[src/rtl/id_ex_operand_stage.sv]
// ---------------------------------------------------------------------------
// id_ex_operand_stage
//
// ID/EX pipeline register plus operand selection for the 64-bit execute ALU.
// It latches the decoded instruction fields, builds the final ALU operands and
// the store data, and covers hazards:
//   - EX/MEM and MEM/WB forwarding into both source operands
//   - load-use bubble insertion with an ID stall
//   - downstream hold (freeze) and branch/jump flush (kill)
//
// Build option: define FORWARDING_EN to get the forwarding muxes and the
// load-use detector. When it is undefined there are no forwarding muxes.
// Instead, any RAW dependence on this stage or on EX/MEM inserts bubbles
// until the producer reaches the write-first register file.
//
// Ports:
//   clk, rst              clock, synchronous active-high reset
//   id_*                  decoded instruction fields from the ID stage
//   exm_*                 EX/MEM destination and result (forwarding source)
//   mwb_*                 MEM/WB destination and writeback value
//   ex_hold               downstream stall, freezes this stage
//   ex_flush              redirect, kills the contents of this stage
//   stall_id              freezes PC and IF/ID this cycle
//   alu_a, alu_b          final ALU operands
//   alu_op                registered ALU operation code
//   alu_work_on_word      registered W-form flag
//   ex_valid, ex_reg_write, ex_mem_read, ex_mem_write, ex_rd_addr, ex_pc
//                         registered control and PC
//   ex_store_data         forwarded rs2 value, used by stores
// ---------------------------------------------------------------------------
module id_ex_operand_stage #(
  parameter int XLEN = 64,
  parameter int RA_W = 5
) (
  input  logic            clk,
  input  logic            rst,
  input  logic            id_valid,
  input  logic [XLEN-1:0] id_pc,
  input  logic [RA_W-1:0] id_rs1_addr,
  input  logic [RA_W-1:0] id_rs2_addr,
  input  logic            id_uses_rs1,
  input  logic            id_uses_rs2,
  input  logic [XLEN-1:0] id_rs1_data,
  input  logic [XLEN-1:0] id_rs2_data,
  input  logic [XLEN-1:0] id_imm,
  input  logic [RA_W-1:0] id_rd_addr,
  input  logic            id_reg_write,
  input  logic            id_mem_read,
  input  logic            id_mem_write,
  input  logic            id_alu_src_a,
  input  logic            id_alu_src_b,
  input  logic [3:0]      id_alu_op,
  input  logic            id_word,
  input  logic            exm_reg_write,
  input  logic [RA_W-1:0] exm_rd_addr,
  input  logic [XLEN-1:0] exm_result,
  input  logic            mwb_reg_write,
  input  logic [RA_W-1:0] mwb_rd_addr,
  input  logic [XLEN-1:0] mwb_data,
  input  logic            ex_hold,
  input  logic            ex_flush,
  output logic            stall_id,
  output logic [XLEN-1:0] alu_a,
  output logic [XLEN-1:0] alu_b,
  output logic [3:0]      alu_op,
  output logic            alu_work_on_word,
  output logic            ex_valid,
  output logic            ex_reg_write,
  output logic            ex_mem_read,
  output logic            ex_mem_write,
  output logic [RA_W-1:0] ex_rd_addr,
  output logic [XLEN-1:0] ex_pc,
  output logic [XLEN-1:0] ex_store_data
);

  // Latched fields that are not outputs themselves
  logic [RA_W-1:0] ex_rs1_addr;
  logic [RA_W-1:0] ex_rs2_addr;
  logic [XLEN-1:0] ex_rs1_data;
  logic [XLEN-1:0] ex_rs2_data;
  logic [XLEN-1:0] ex_imm;
  logic            ex_src_a;
  logic            ex_src_b;

  logic            hazard;
  logic [XLEN-1:0] fwd_rs1;
  logic [XLEN-1:0] fwd_rs2;

`ifdef FORWARDING_EN
  // Only a load in EX can't be forwarded in time, so only that dependence
  // costs a bubble.
  always_comb begin
    hazard = ex_valid & ex_mem_read & (ex_rd_addr != '0) & id_valid &
             ((id_uses_rs1 & (id_rs1_addr == ex_rd_addr)) |
              (id_uses_rs2 & (id_rs2_addr == ex_rd_addr)));
  end

  // EX/MEM is the younger producer and must win over MEM/WB. x0 is never
  // forwarded because its architectural value is always zero.
  always_comb begin
    fwd_rs1 = ex_rs1_data;
    if (exm_reg_write && (exm_rd_addr != '0) && (exm_rd_addr == ex_rs1_addr))
      fwd_rs1 = exm_result;
    else if (mwb_reg_write && (mwb_rd_addr != '0) && (mwb_rd_addr == ex_rs1_addr))
      fwd_rs1 = mwb_data;
  end

  always_comb begin
    fwd_rs2 = ex_rs2_data;
    if (exm_reg_write && (exm_rd_addr != '0) && (exm_rd_addr == ex_rs2_addr))
      fwd_rs2 = exm_result;
    else if (mwb_reg_write && (mwb_rd_addr != '0) && (mwb_rd_addr == ex_rs2_addr))
      fwd_rs2 = mwb_data;
  end
`else
  logic raw_rs1;
  logic raw_rs2;
  logic unused_fwd_inputs;

  // No forwarding: a source written by this stage or by EX/MEM is not yet
  // visible in the register file. MEM/WB is covered by the write-first read.
  always_comb begin
    raw_rs1 = id_uses_rs1 & (id_rs1_addr != '0) &
              ((ex_valid & ex_reg_write & (id_rs1_addr == ex_rd_addr)) |
               (exm_reg_write & (id_rs1_addr == exm_rd_addr)));
    raw_rs2 = id_uses_rs2 & (id_rs2_addr != '0) &
              ((ex_valid & ex_reg_write & (id_rs2_addr == ex_rd_addr)) |
               (exm_reg_write & (id_rs2_addr == exm_rd_addr)));
    hazard  = id_valid & (raw_rs1 | raw_rs2);
  end

  always_comb begin
    fwd_rs1 = ex_rs1_data;
    fwd_rs2 = ex_rs2_data;
  end

  assign unused_fwd_inputs = ^{exm_result, mwb_reg_write, mwb_rd_addr,
                               mwb_data, ex_rs1_addr, ex_rs2_addr};
`endif

  // A flush wins over everything: the redirected stream must not be stalled
  assign stall_id = (hazard | ex_hold) & ~ex_flush;

  // Pipeline register: reset/flush and hazard load a side-effect-free
  // bubble, hold keeps the current instruction, otherwise take the ID fields.
  always_ff @(posedge clk) begin
    if (rst || ex_flush || (!ex_hold && hazard)) begin
      ex_valid         <= 1'b0;
      ex_reg_write     <= 1'b0;
      ex_mem_read      <= 1'b0;
      ex_mem_write     <= 1'b0;
      ex_rd_addr       <= '0;
      ex_pc            <= '0;
      ex_rs1_addr      <= '0;
      ex_rs2_addr      <= '0;
      ex_rs1_data      <= '0;
      ex_rs2_data      <= '0;
      ex_imm           <= '0;
      ex_src_a         <= 1'b0;
      ex_src_b         <= 1'b0;
      alu_op           <= 4'b0000;
      alu_work_on_word <= 1'b0;
    end else if (!ex_hold) begin
      ex_valid         <= id_valid;
      ex_reg_write     <= id_reg_write;
      ex_mem_read      <= id_mem_read;
      ex_mem_write     <= id_mem_write;
      ex_rd_addr       <= id_rd_addr;
      ex_pc            <= id_pc;
      ex_rs1_addr      <= id_rs1_addr;
      ex_rs2_addr      <= id_rs2_addr;
      ex_rs1_data      <= id_rs1_data;
      ex_rs2_data      <= id_rs2_data;
      ex_imm           <= id_imm;
      ex_src_a         <= id_alu_src_a;
      ex_src_b         <= id_alu_src_b;
      alu_op           <= id_alu_op;
      alu_work_on_word <= id_word;
    end
  end

  // Operand select
  always_comb begin
    alu_a         = ex_src_a ? ex_pc : fwd_rs1;
    alu_b         = ex_src_b ? ex_imm : fwd_rs2;
    ex_store_data = fwd_rs2;
  end

endmodule

[config.mk]
export PLATFORM = sky130hd
export DESIGN_NAME = id_ex_operand_stage
export DESIGN_NICKNAME = d
export VERILOG_FILES = /design/src/rtl/id_ex_operand_stage.sv
export SDC_FILE = /design/constraint.sdc
export NUM_CORES = 1
export LEC_CHECK = 0
export BUFFER_PORTS_ARGS = -buffer_cell sky130_fd_sc_hd__buf_2
export CAP_MARGIN = 20
export CORE_AREA = 2 2 270 272
export CTS_CLUSTER_DIAMETER = 100
export DETAILED_ROUTE_END_ITERATION = 12
export DIE_AREA = 0 0 272 274
export SLEW_MARGIN = 30
export SYNTH_ARGS = -nofsm -noshare
export SYNTH_HDL_FRONTEND = slang
export SYNTH_SLANG_ARGS = --single-unit
[constraint.sdc]
create_clock -name clk -period 2.3 [get_ports clk]
set_clock_uncertainty 0.15 [all_clocks]
set_input_delay 0.115 -clock clk [delete_from_list [all_inputs] [get_ports clk]]
set_output_delay 0.115 -clock clk [all_outputs]
set_load 0.03 [all_outputs]
==> results.rst, run 1 <==
.. list-table::
   :header-rows: 1

   * - Metric
     - Value
   * - Number of buffers created by CTS
     - 34
   * - Post-route DRC
     - 0
   * - Detailed-route via count
     - 10800
   * - Final ANT Viol Nets
     - 0
   * - Ratio of cells with drive above 1 in the final layout
     - 0.411
   * - Number of register bits inferred by synthesis
     - 272
   * - GR met3 Demand/Resource
     - 0.0294
   * - Share of synthesized cell area in and, or, nand and nor gates
     - 0.0984
   * - Met2 Usage GRT
     - 0.186
   * - Crit Path Max Fanout
     - 29
   * - Data required time at the worst endpoint
     - 2.04 ns
   * - Compound-cell area share of the yosys netlist
     - 0.00520
   * - Portion of synthesized cell area occupied by the leading cell type
     - 0.482
   * - Most frequently used flop master after synthesis
     - dfxtp_1
   * - Clk slew on worst S/H paths
     - 0.05 ns
   * - Share of cell area taken by muxes after synthesis
     - 0.368
   * - Proportion of synthesized flip-flops having asynchronous set or reset
     - 0
   * - Crit-path cells
     - buf_12 -> mux2_2 -> buf_2
   * - Std-Cell Rows
     - 99
   * - Setup fix buffers added after clock tree synthesis
     - 0
   * - Worst slack after detailed placement
     - -0.0386 ns
   * - Fin Setup TNS
     - 0 ns
   * - CP arrival
     - 1.97 ns
   * - Die footprint
     - 74500 um2
   * - Maximum number of pins on one net before global-route repair
     - 122
   * - Worst reg2reg startpoint
     - ex_rd_addr[4]
   * - Number of synthesized flops with an enable pin
     - 0
   * - Final HPWL from detailed placement
     - 27600 um
   * - Routability-driven placement congestion ratio
     - 0.828
   * - Post-Synthesis Mean Instance Area
     - 10.6 um2
   * - Total power per unit cell area
     - 643 nW/um2
   * - Worst supply voltage drop on vdd
     - 0.000534 V
   * - Reported leakage power
     - 9.54 nW
   * - Congestion Overflow GR
     - 0
   * - Overall power of the completed layout
     - 0.0125 W
   * - Critical Path End Type
     - primary output
   * - Hold EP
     - ex_valid
   * - Final worst path period share
     - 0.970
   * - Area of the mapped netlist
     - 11300 um2
   * - Io pins
     - 699
   * - Start point of the worst hold path
     - rst
   * - Number of sinks on the clock net
     - 272
   * - Horizontal die dimension
     - 272 um
   * - Parity-gate share of the synthesized area counting xor and xnor cells
     - 0.0155
   * - Average vias per placed instance
     - 3.73
   * - Antenna violations before repair
     - 1
   * - Die Y-Extent
     - 274 um
   * - Fin. Hold Viols
     - 0
   * - Synthesized instance count
     - 1062
   * - Worst slew margin relative to its limit
     - 0.276
   * - GR peak layer
     - met2
   * - Worst hold path class
     - primary input to flop
   * - Global-route usage over all layers
     - 0.102
   * - Biggest area contributors in the synthesized netlist
     - dfxtp_1 (48%), mux2i_1 (24%), mux2_2 (13%), nor2_1 (9.1%), clkbuf_1 (1.9%)
   * - Result of the run
     - completed
   * - Final Max Slew Viols
     - 0
   * - IO buf count
     - 564
   * - Average wire length per cell after detail routing
     - 14.1 um
   * - Post-route design area
     - 19400 um2
   * - Capture point of the worst reg-to-reg path
     - ex_pc[48]
   * - Antenna fix cells
     - 0
   * - Synthesis warning total
     - 0
   * - Core area
     - 72000 um2
   * - Area after DPL
     - 15400 um2
   * - Reg2reg setup slack
     - 0.13 ns
   * - Combinational family with the most area after synthesis
     - multiplexers
   * - Number of iterations in the first detailed-routing pass
     - 6
   * - Adder-cell area share of the yosys netlist
     - 0
   * - Synth cell types
     - 23
   * - Most used standard cell by instance count after synthesis
     - nor2_1
   * - Slowest CP cell
     - dfxtp_4
   * - Peak Freq
     - 0.448 GHz
   * - Synth cell count leaders
     - nor2_1 (274), dfxtp_1 (272), mux2i_1 (271)
   * - Total detailed-routing wirelength
     - 40700 um
   * - CTS root buf
     - clkbuf_16
   * - Via count of the first global-routing pass
     - 11100
   * - Number of cells traversed by the worst register-to-register path
     - 7
   * - Startpoint-to-endpoint class of the critical path
     - flop to primary output
   * - Count of routing violations after the opening detailed-route iteration
     - 308
   * - Final critical delay including setup and external delays
     - 2.23 ns
   * - Starting Density
     - 0.157
   * - Sequential share of the synthesized area
     - 0.482
   * - Longest Clk Path Bufs
     - 3
   * - Worst-Margin Slew
     - 1.09 ns
   * - Largest stage delay on the critical path
     - 0.54 ns
   * - Clock tree from TritonCTS
     - built
   * - Post-synth top area cell
     - dfxtp_1
   * - Nets
     - 2336
   * - Global routing met1 resource utilization
     - 0.112
   * - Area growth from synthesis to layout
     - 72.1%
   * - Cell depth of the worst min-delay path
     - 5
   * - Final number of setup-violating endpoints
     - 0
   * - Post-route setup slack
     - 0.0687 ns
   * - Wire length of the first global-routing pass
     - 60900 um
   * - Number of levels in the clock H-tree
     - 2
   * - Clock latency at the later pin of the worst-skew pair
     - 0.53 ns
   * - Sort of element at the start of the critical path
     - flop
   * - Net count of the mapped netlist
     - 1490
   * - Number of max-cap violations
     - 0
==> placed cells by master, fill, tap and decap left out, drive strengths merged <==
master       instances
a21oi                1
a221o                1
a32o                 2
a32oi                1
and2                 2
buf                601
bufinv               2
clkbuf              52
clkinv               4
clkinvlp             3
dfxtp              272
dlygate4sd3        284
inv                  1
mux2               128
mux2i              271
nand2                2
nand3                1
nor2               274
nor2b                2
nor4                 4
o21a                 2
or2                  1
or4                  2
xnor2                2
xor2                18
==> where the power goes <==
part / internal [W] / leakage [nW] / switching [W] / total (W)
sequential: 0.00487 / 2.22 / 0.000114 / 0.00498
combinational: 0.00101 / 6.75 / 0.00100 / 0.00201
clock: 0.00341 / 0.566 / 0.00210 / 0.00551
==> per-stage QoR <==
stage	instances	hold slack [ns]	utilization
detailed placement	2547	0.200	0.214
finish	2892	0.0369	0.270
global route	2892	0.0381	0.270
global placement	2547	0.193	0.214
floorplan	1062	0.109	-
CTS	2892	0.00135	0.270
==> metal layers <==
layer / wire (um) / up-vias
li1: - / 5309
met1: 16000 / 4953
met2: 20300 / 436
met3: 3020 / 80
met4: 1430 / 2
met5: 13 / -
==> worst max-delay path, delay by kind of cell (launching register included) <==
family / cells / cell delay [ns]
buffers and inverters: 2 / 0.45
flip-flops: 1 / 0.54
multiplexers: 1 / 0.41
==> worst max path at each step <==
stage | cells past startpoint | start | endpoint
CTS | 3 | ex_src_a | alu_a[26]
detailed placement | 8 | id_rs1_addr[1] | ex_pc[48]
floorplan | 7 | ex_rd_addr[4] | ex_imm[51]
finish | 3 | ex_src_a | alu_a[26]
global placement | 8 | id_rs1_addr[1] | ex_pc[42]
global route | 6 | ex_rd_addr[2] | stall_id
==> layout make-up <==
class / count / area, um2
clock buffer: 52 / 1060
clock inverter: 9 / 106
fill: 7490 / 52500
inverter: 1 / 3.75
multi-input combinational: 714 / 5530
sequential: 272 / 5460
tap: 959 / 1200
timing repair buffer: 885 / 6080
==> cell families (layout without fill, tap and decap cells) <==
family | Yosys count | after routing
simple gates | 288 | 288
compound gates | 7 | 7
flops | 272 | 272
mux | 399 | 399
xor+xnor | 20 | 20
buf+inv | 76 | 947
==> flip-flops by register name, indices dropped and copies added (netlist names), 4 cells and up <==
| name | flops |
|---|---|
| ex_rd_addr | 5 |
| ex_pc | 64 |
| ex_imm | 64 |
| ex_store_data | 64 |
| alu_op | 4 |
| ex_rs1_data | 64 |
==> timing repair <==
action                                 4_1_cts  5_1_grt
setup endpoints to repair                    1        2
gates resized for setup                      3        7
hold buffers                               284        0
endpoints found under the hold margin      272        0
pin swaps                                    2        6
Note: power is estimated with default switching activity, not from simulation.
==> run 2, diff against run 1 <==
ABC_AREA = 1   (was default)
BUFFER_PORTS_ARGS = default   (was -buffer_cell sky130_fd_sc_hd__buf_2)
CORE_AREA = 2 2 273 275   (was 2 2 270 272)
CTS_CLUSTER_SIZE = 20   (was default)
DIE_AREA = 0 0 275 277   (was 0 0 272 274)
DONT_BUFFER_PORTS = 1   (was default)
==> results.rst, run 2 <==
.. list-table::
   :header-rows: 1

   * - Metric
     - Value
   * - Result of the run
     - stopped before the end
   * - Post-synth top area cell
     - dfxtp_1
   * - Sequential share of the synthesized area
     - 0.472
   * - Io pins
     - 699
   * - IO buf count
     - 0
   * - Proportion of synthesized flip-flops having asynchronous set or reset
     - 0
   * - Horizontal die dimension
     - 275 um
   * - Routability-driven placement congestion ratio
     - 0.788
   * - Net count of the mapped netlist
     - 1981
   * - Setup fix buffers added after clock tree synthesis
     - 0
   * - Area after DPL
     - 13700 um2
   * - Most frequently used flop master after synthesis
     - dfxtp_1
   * - Worst slack after detailed placement
     - 0.301 ns
   * - Tool error
     - [ERROR RSZ-0060] Max buffer count reached.
   * - Number of synthesized flops with an enable pin
     - 0
   * - Longest Clk Path Bufs
     - 3
   * - Synthesis warning total
     - 0
   * - Final HPWL from detailed placement
     - 25300 um
   * - Starting Density
     - 0.157
   * - Synth cell types
     - 14
   * - # hold bufs at CTS
     - 523
   * - Std-Cell Rows
     - 100
   * - Most used standard cell by instance count after synthesis
     - nand2_1
   * - Synth cell count leaders
     - nand2_1 (326), nor2_1 (290), dfxtp_1 (272)
   * - Number of levels in the clock H-tree
     - 1
   * - Number of register bits inferred by synthesis
     - 272
   * - CTS root buf
     - clkbuf_16
   * - Number of sinks on the clock net
     - 272
   * - Die Y-Extent
     - 277 um
   * - Last flow stage reached
     - clock tree synthesis
   * - Synthesized instance count
     - 1553
   * - Portion of synthesized cell area occupied by the leading cell type
     - 0.472
   * - Biggest area contributors in the synthesized netlist
     - dfxtp_1 (47%), mux2i_1 (12%), o21ai_0 (11%), nand2_1 (11%), nor2_1 (9.4%)
   * - Area of the mapped netlist
     - 11500 um2
   * - Number of buffers created by CTS
     - 19
   * - Post-Synthesis Mean Instance Area
     - 7.43 um2
   * - Resized cells post-CTS
     - 1
-- run 2: cell count changes after synthesis, sizes merged, moves of 3 or more --
cell   before  now
inv         1  153
mux2      128    0
nor4        4    0
xor2       18    0
nor2      274  290
o21ai       0  263
nand2       2  326
mux2i     271  138
buf        17   43
nand3       1    4
-- run 2: stage by stage --
stage | utilization | instances
after floorplan | - | 1553
after global placement | 0.186 | 2585
after detailed placement | 0.186 | 2585
-- run 2: cell families after synthesis --
group,share of synthesized area
DFF,0.472
muxes,0.120
and+or+nand+nor,0.203
AOI/OAI and AO/OA,0.115
buffers and inverters,0.0904
==> run 3, diff against run 2 <==
CORE_AREA = 2 2 270 272   (was 2 2 273 275)
CTS_CLUSTER_DIAMETER = default   (was 100)
CTS_CLUSTER_SIZE = default   (was 20)
DIE_AREA = 0 0 272 274   (was 0 0 275 277)
PLACE_DENSITY_LB_ADDON = 0.15   (was default)
==> results.rst, run 3 <==
.. list-table::
   :header-rows: 1

   * - Metric
     - Value
   * - Result of the run
     - stopped before the end
   * - Last flow stage reached
     - clock tree synthesis
   * - Tool error
     - [ERROR RSZ-0060] Max buffer count reached.
   * - Proportion of synthesized flip-flops having asynchronous set or reset
     - 0
   * - Worst slack after detailed placement
     - 0.310 ns
   * - Portion of synthesized cell area occupied by the leading cell type
     - 0.472
   * - Io pins
     - 699
   * - Final HPWL from detailed placement
     - 30600 um
   * - Number of sinks on the clock net
     - 272
   * - Std-Cell Rows
     - 99
   * - Number of register bits inferred by synthesis
     - 272
   * - Sequential share of the synthesized area
     - 0.472
   * - IO buf count
     - 0
   * - Resized cells post-CTS
     - 0
   * - # hold bufs at CTS
     - 529
   * - Longest Clk Path Bufs
     - 3
   * - Starting Density
     - 0.160
   * - Post-synth top area cell
     - dfxtp_1
   * - Setup fix buffers added after clock tree synthesis
     - 0
   * - Most frequently used flop master after synthesis
     - dfxtp_1
   * - Synth cell types
     - 14
   * - Number of synthesized flops with an enable pin
     - 0
   * - Biggest area contributors in the synthesized netlist
     - dfxtp_1 (47%), mux2i_1 (12%), o21ai_0 (11%), nand2_1 (11%), nor2_1 (9.4%)
   * - Net count of the mapped netlist
     - 1981
   * - Area of the mapped netlist
     - 11500 um2
   * - Number of buffers created by CTS
     - 36
   * - Die Y-Extent
     - 274 um
   * - Post-Synthesis Mean Instance Area
     - 7.43 um2
   * - Horizontal die dimension
     - 272 um
   * - Synthesized instance count
     - 1553
   * - Synth cell count leaders
     - nand2_1 (326), nor2_1 (290), dfxtp_1 (272)
   * - CTS root buf
     - clkbuf_16
   * - Most used standard cell by instance count after synthesis
     - nand2_1
   * - Number of levels in the clock H-tree
     - 2
   * - Synthesis warning total
     - 0
   * - Routability-driven placement congestion ratio
     - 0.783
## run 3: logic make-up after synthesis
kind of cell           Yosys count  synth area share
flip-flops                     272             0.472
AO/OA/AOI/OAI                  265             0.115
AND/OR/NAND/NOR                622             0.203
buffers and inverters          256            0.0904
multiplexers                   138             0.120
## run 3: stage by stage
stage,area (um2),util,instances
after floorplan,11500,-,1553
after global placement,13700,0.190,2573
after detailed placement,13700,0.190,2573
